File: config.mk
export PLATFORM = sky130hd
export DESIGN_NAME = hyper_clk_divider
export DESIGN_NICKNAME = d
export VERILOG_FILES = /design/src/rtl/hyper_clk_pkg.sv /design/src/rtl/hyper_clk_div_cnt.sv /design/src/rtl/tc_clk_gating.sv /design/src/rtl/tc_clk_mux2.sv /design/src/rtl/hyper_clk_divider.sv
export SDC_FILE = /design/constraint.sdc
export NUM_CORES = 1
export LEC_CHECK = 0
export CELL_PAD_IN_SITES_DETAIL_PLACEMENT = 0
export CELL_PAD_IN_SITES_GLOBAL_PLACEMENT = 1
export CORE_MARGIN = 2
export CORE_UTILIZATION = 46
export DETAILED_ROUTE_END_ITERATION = 16
export PLACE_DENSITY_LB_ADDON = 0.1
export SLEW_MARGIN = 10
export SYNTH_ARGS = -nofsm -noshare
export SYNTH_HDL_FRONTEND = slang
export SYNTH_SLANG_ARGS = --single-unit
File: constraint.sdc
create_clock -name clk_i -period 5 [get_ports clk_i]
set_input_delay 1 -clock clk_i [delete_from_list [all_inputs] [get_ports clk_i]]
set_output_delay 1 -clock clk_i [all_outputs]
set_load 0.02 [all_outputs]
File: src/rtl/hyper_clk_pkg.sv
// Shared types and defaults for the glitch-free runtime-programmable clock divider.
package hyper_clk_pkg;

    localparam int unsigned DIV_WIDTH_DEF = 8;

    typedef enum logic [1:0] {
        RUN   = 2'd0,
        DRAIN = 2'd1,
        GATED = 2'd2
    } state_e;

endpackage

File: src/rtl/hyper_clk_div_cnt.sv
// Period counter and divided-clock flop: high for ceil(D/2) counts, low for the rest.
module hyper_clk_div_cnt
    import hyper_clk_pkg::*;
#(
    parameter int unsigned DIV_WIDTH = DIV_WIDTH_DEF
) (
    input  logic                 clk_i,
    input  logic                 rst_ni,
    input  logic [DIV_WIDTH-1:0] div_i,
    input  logic                 clear_i,
    input  logic                 start_i,
    output logic                 wrap_o,
    output logic                 clk_div_o
);

    logic [DIV_WIDTH-1:0] cnt_q, cnt_d;
    logic [DIV_WIDTH-1:0] high_len;
    logic                 clk_div_q, clk_div_d;
    logic                 divide;

    assign divide   = (div_i >= DIV_WIDTH'(2));
    assign high_len = (div_i >> 1) + DIV_WIDTH'(div_i[0]);
    assign wrap_o   = divide && (cnt_q == div_i - DIV_WIDTH'(1));

    always_comb begin
        cnt_d     = cnt_q + DIV_WIDTH'(1);
        if (!divide || wrap_o) begin
            cnt_d = '0;
        end
        clk_div_d = divide && (cnt_d < high_len);
        if (clear_i) begin
            cnt_d     = '0;
            clk_div_d = 1'b0;
        end else if (start_i) begin
            // Restart with the high phase beginning in the very next cycle.
            cnt_d     = '0;
            clk_div_d = divide;
        end
    end

    always_ff @(posedge clk_i or negedge rst_ni) begin
        if (!rst_ni) begin
            cnt_q     <= '0;
            clk_div_q <= 1'b0;
        end else begin
            cnt_q     <= cnt_d;
            clk_div_q <= clk_div_d;
        end
    end

    assign clk_div_o = clk_div_q;

endmodule

File: src/rtl/tc_clk_gating.sv
// Latch-based clock gate: the enable is captured only while the clock is low.
module tc_clk_gating (
    input  logic clk_i,
    input  logic en_i,
    input  logic test_en_i,
    output logic clk_o
);

    logic en_latch;

    always_latch begin
        if (!clk_i) begin
            en_latch <= en_i | test_en_i;
        end
    end

    assign clk_o = clk_i & en_latch;

endmodule

File: src/rtl/tc_clk_mux2.sv
// Clock multiplexer cell: clk0_i when sel is low, clk1_i when sel is high.
module tc_clk_mux2 (
    input  logic clk0_i,
    input  logic clk1_i,
    input  logic clk_sel_i,
    output logic clk_o
);

    assign clk_o = clk_sel_i ? clk1_i : clk0_i;

endmodule

File: src/rtl/hyper_clk_divider.sv
// Runtime-programmable clock divider; divider changes drain the old period and
// switch the output mux only while the gate is closed.
module hyper_clk_divider
    import hyper_clk_pkg::*;
#(
    parameter int unsigned DIV_WIDTH   = DIV_WIDTH_DEF,
    parameter int unsigned DEFAULT_DIV = 1
) (
    input  logic                 clk_i,
    input  logic                 rst_ni,
    input  logic                 test_mode_i,
    input  logic                 en_i,
    input  logic                 div_valid_i,
    output logic                 div_ready_o,
    input  logic [DIV_WIDTH-1:0] div_i,
    output logic                 clk_o
);

    localparam logic [DIV_WIDTH-1:0] DEF_DIV = DIV_WIDTH'(DEFAULT_DIV);

    state_e               state_q;
    logic                 gated_second_q;
    logic [DIV_WIDTH-1:0] div_q, div_pend_q;
    logic                 ready_q, gate_open_q, bypass_q;
    logic                 wrap, clk_div, drain_done, cnt_clear, cnt_start;
    logic                 clk_mux;

    assign drain_done = wrap || bypass_q;
    assign cnt_clear  = ((state_q == DRAIN) && drain_done) ||
                        ((state_q == GATED) && !gated_second_q);
    assign cnt_start  = (state_q == GATED) && gated_second_q;

    hyper_clk_div_cnt #(.DIV_WIDTH(DIV_WIDTH)) u_cnt (
        .clk_i     (clk_i),
        .rst_ni    (rst_ni),
        .div_i     (div_q),
        .clear_i   (cnt_clear),
        .start_i   (cnt_start),
        .wrap_o    (wrap),
        .clk_div_o (clk_div)
    );

    always_ff @(posedge clk_i or negedge rst_ni) begin
        if (!rst_ni) begin
            state_q        <= RUN;
            gated_second_q <= 1'b0;
            div_q          <= DEF_DIV;
            div_pend_q     <= DEF_DIV;
            ready_q        <= 1'b0;
            gate_open_q    <= 1'b0;
            bypass_q       <= (DEF_DIV < DIV_WIDTH'(2));
        end else begin
            case (state_q)
                RUN: begin
                    ready_q     <= 1'b1;
                    gate_open_q <= 1'b1;
                    if (div_valid_i && ready_q) begin
                        div_pend_q  <= div_i;
                        state_q     <= DRAIN;
                        ready_q     <= 1'b0;
                        gate_open_q <= 1'b0;
                    end
                end
                DRAIN: begin
                    if (drain_done) begin
                        state_q        <= GATED;
                        gated_second_q <= 1'b0;
                        div_q          <= div_pend_q;
                        bypass_q       <= (div_pend_q < DIV_WIDTH'(2));
                    end
                end
                GATED: begin
                    // Arm the latch in the last quiet cycle so the first new high phase passes whole.
                    if (!gated_second_q) begin
                        gated_second_q <= 1'b1;
                        gate_open_q    <= 1'b1;
                    end else begin
                        state_q <= RUN;
                        ready_q <= 1'b1;
                    end
                end
                default: state_q <= RUN;
            endcase
        end
    end

    assign div_ready_o = ready_q;

    tc_clk_mux2 u_clk_mux (
        .clk0_i    (clk_div),
        .clk1_i    (clk_i),
        .clk_sel_i (bypass_q | test_mode_i),
        .clk_o     (clk_mux)
    );

    tc_clk_gating u_clk_gate (
        .clk_i     (clk_mux),
        .en_i      (en_i & gate_open_q),
        .test_en_i (test_mode_i),
        .clk_o     (clk_o)
    );

endmodule

After elaboration in Yosys (flattened, before gate mapping)
Cells that the tools add are included.
Widths: inputs -> output; s select.
Storage, ports and cells
  register bits: 31
  latch bits: 1
  output and inout bits: 2
  logic and storage cells: 65
Cells by class
  $add $sub $neg: 3
  order comparisons: 3
  equal/unequal tests: 7
  muxes and demuxes: 18
  bitwise operators: 4
  reductions and logical operators: 20
Operators by type and width (number)
  $mux 8: 3
  $reduce_and 2->1: 5
  $add 7x1->8: 1
  $add 8x1->8 const B: 1
  $eq 8x8->1: 1
  $ge 8x2->1 const B: 1
  $lt 8x2->1 const B: 1
  $lt 8x8->1: 1
  $mux 1: 8
  $ne 2x2->1 const B: 4
  $sub 8x1->8 const B: 1
  $logic_and 1x1->1: 6
  $mux 2: 3
  $pmux 1 s2: 3
  $pmux 2 s3: 1
  $reduce_bool 2->1: 2
  $logic_or 1x1->1: 3
  $reduce_and 3->1: 1
  $and 1x1->1: 2
  $eq 2x1->1 const B: 1
  $eq 2x2->1 const B: 1
  $logic_not 1->1: 2
  $logic_not 2->1: 1
  $or 1x1->1: 2

Depth between registers and ports, before layout
  word-level depth: 9
  depth in mapped cells: 16
  gate-level depth less buffers: 14

Modules after synthesis
From an unflattened synthesis, not the netlist that was laid out.
Unflattened totals
  cell total of the unflattened synthesis: 180
  area, all modules: 1973.1 um2
By module, submodules not included
  hyper_clk_div_cnt: instances 1, cells an instance 113, area an instance 1017.2 um2, seq. area each 225.2 um2
  hyper_clk_divider: instances 1, cells an instance 63, area an instance 913.4 um2, seq. area each 554.3 um2
  tc_clk_gating: instances 1, cells an instance 3, area an instance 27.5 um2, seq. area each 0.0 um2
  tc_clk_mux2: instances 1, cells an instance 1, area an instance 15.0 um2, seq. area each 0.0 um2

==> summary.txt <==
Power
  – P_sw: ~210 uW
  – Share of power burned in registers: 38.4%
  – VDD IR-drop max: approximately 0.25 mV
  – Total power: 867 uW
  – Combinational Power Share: around 11%
  – Pwr/cell area: around 350 mW/mm^2
  – Internal power: 660 uW
  – Clock network fraction of total power: 50.8%
  – Switch share: between 20% and 30%
  – Lkg Pwr: about 1.1 nW

Routing
  – Vias per Instance: slightly below 6
  – Router iterations before antenna repair: 4
  – Post-Route WL: ~4600 um
  – Post-DR wirelength/cell: 16.6 um
  – Drc violations: 0
  – Antenna viol nets, final: 0
  – Vias: approximately 1600
  – 1st-iter DRT viols: slightly below 80

Run status
  – Outcome: complete, no violations

Global routing
  – Initial antenna violation count: 0
  – Vias in the first global route: 1703
  – First-pass GRT wire length: ~7800 um
  – Largest net degree at the start of global routing: 32
  – GRT Total Usage: 20.7%
  – Grt total ovfl: 0

Timing
  – Setup TNS: 0 ns
  – Final setup vio count: 0
  – Hold WS: between 0.5 and 0.6 ns
  – Final Max Tran Viols: 0
  – Clk_skew: 0.0825 ns
  – RSZ-0062 raised after global routing: yes
  – Endpoints failing hold: 0
  – Post-route setup slack: ~0.016 ns
  – Relative slew slack: a little under half
  – Worst Max-Slew Pin Slew: 0.785 ns

Setup path
  – Worst R2R Path Depth: 13
  – Slowest cell on crit path: dlxtn_1
  – Crit-path cells: and2_4 > buf_6
  – Crit-path leading delay family: latches
  – Critical path class: latch to output pin
  – Slowest cell delay on critical path: 0.38 ns
  – Worst setup EP type: output pin
  – CP startpoint: u_clk_gate.en_latch
  – Crit path depth: 2
  – CP bufs+invs: 1
  – Worst Path Arrival: slightly below 4 ns
  – Worst setup SP type: latch
  – FF-to-FF Start: div_q[0]
  – Critical Path RT: 4.00 ns
  – Crit path max fanout: 1

Logic synthesis
  – Number of synthesized flops with an enable pin: 0
  – Ys async rst share: a little over nine tenths
  – Post-Syn Instances: about 200
  – Ys Warns: 0
  – Synth unique cells: 50
  – Register bit total from synthesis: 32
  – Post-Syn Nets: between 200 and 250
  – Main flop type after synthesis: dfrtp_1
  – Mean Syn Cell Area: 10.2 sq um
  – Syn Std Cell Area: roughly 0.0020 sq mm

Die
  – Die area: about 0.0049 sq mm
  – Initial Utilization: roughly 47%
  – Chip height: approximately 70 um
  – Die Wd: 70.3 um
  – Io pins: 15
  – FP Rows: 24
  – Area of the core: 0.00429 sq mm

Cells and area
  – Flip-flop and latch area: roughly 800 sq um
  – Final #Nets: 246
  – Commonest cells after routing, fill and taps aside: dfrtp_1 (28), mux2_2 (16), clkbuf_8 (16)
  – Inserted Diodes: 0
  – Commonest non-fill, non-tap cell in the layout: dfrtp_1
  – Synth-to-Final Area Change: 20.9%
  – Layout cells sized above 1: ~22%
  – Final Instance Area: 0.00244 sq mm
  – Non-Filler Instances: 274
  – Final Util: 56.9%
  – Fill cell count: a little under 400
  – Multi-input gate area in the final layout: 0.00115 sq mm

Flow run
  – Max_cap viols: 0

Placed design
  – Hpwl dp: 3230 um
  – Final GP Congestion: ~0.83
  – IO Port Bufs: 14
  – Worst slack at placement: around 0.45 ns
  – Placed cell areas: 0.00218 sq mm
  – Placed cells: 256

CTS
  – Clk slew on worst S/H paths: 0.07 ns
  – Post-CTS setup buffers: 0
  – Worst-Skew Late Latency: 0.69 ns
  – CTS tree: built

Hold path
  – Hold Crit Depth: 2
  – Hold wc startpoint: gate_open_q
  – Worst Hold Class: flip-flop to flip-flop
## cell usage after synthesis (2+ instances only)
library cell / instances / share of area (%)
o21ai_0: 6 / 1.5
nand2b_1: 2 / 0.62
a21o_1: 3 / 1.1
dfstp_2: 3 / 3.9
nor2b_1: 2 / 0.62
and3_1: 3 / 0.93
clkbuf_1: 4 / 0.74
clkbuf_2: 2 / 0.50
nor2_1: 14 / 2.6
and4_1: 2 / 0.87
a21oi_1: 6 / 1.5
mux2_2: 16 / 8.9
xor2_1: 9 / 3.9
xnor2_1: 9 / 3.9
buf_6: 2 / 1.1
nor3_1: 15 / 3.7
nand4_1: 4 / 1.2
nor4_1: 2 / 0.62
inv_1: 7 / 1.3
nand3_1: 10 / 2.5
and2_1: 4 / 1.2
dfrtp_1: 28 / 35
ha_1: 12 / 7.4
nand2_1: 6 / 1.1
a31oi_1: 2 / 0.62
## worst paths after layout
path,end,slack (ns)
min,gate_open_q,0.52
max in group asynchronous,div_pend_q[0],3.88
max reg2reg,u_cnt.clk_div_o,0.77
min in group asynchronous,div_pend_q[5],0.79
max,clk_o,0.02
min reg2reg,gate_open_q,0.52
## final cells by class
cell class | count | area share [%]
Clock inverter | 2 | 1.43
Tap cell | 52 | 2.66
Inverter | 7 | 1.08
Multi-Input combinational cell | 149 | 46.9
Timing Repair Buffer | 15 | 5.94
Clock buffer | 17 | 9.47
Sequential cell | 32 | 32.5
## kinds of logic after synthesis
| kind of cell | Yosys count | share of synthesized area, % |
|---|---|---|
| AOI/OAI and AO/OA | 30 | 11.7 |
| latches | 1 | 0.743 |
| muxes | 17 | 9.66 |
| xor gates and xnor gates | 18 | 7.80 |
| DFF | 31 | 38.6 |
| and+or+nand+nor | 72 | 20.0 |
| buffers and inverters | 17 | 4.09 |
| adders and majority gates | 12 | 7.43 |
## per-layer routing
layer,GRT usage (%),vias to the layer above,wire [um]
li1,-,760,-
met1,24.5,775,2020
met2,33.6,44,2320
met3,7.65,6,173
met4,8.55,0,35
met5,0,-,0
## registers in the layout, indices dropped and copies added (netlist names)
| name | cells |
|---|---|
| u_cnt.clk_div_o | 1 |
| div_pend_q | 8 |
| gated_second_q | 1 |
| u_clk_gate.en_latch | 1 |
| div_ready_o | 1 |
| gate_open_q | 1 |
| div_q | 8 |
| state_q | 2 |
| u_cnt.cnt_q | 8 |
| bypass_q | 1 |
## timing repair
| action | in CTS | in global routing |
|---|---|---|
| hold buffers | 0 | 0 |
| gates resized for setup | 5 | 2 |
| setup endpoints to repair | 2 | 2 |
| pin swaps | 0 | 0 |
## power by group through the flow
stage,clock network (mW),registers (mW),logic [mW]
6_report,0.441,0.333,0.0937
4_1_cts,0.443,0.333,0.0956
3_5_place_dp,0.0173,0.338,0.0951
2_1_floorplan,0.0113,0.333,0.0559
5_1_grt,0.467,0.342,0.104
3_3_place_gp,0.0173,0.335,0.0900
## tightest hold or removal path, cell delays in order (launching register included)
cell and delay [ns]:
dfrtp_1 0.35, nor2_1 0.05, nor2_1 0.08
No activity file was read; power rests on OpenSTA's default activity.
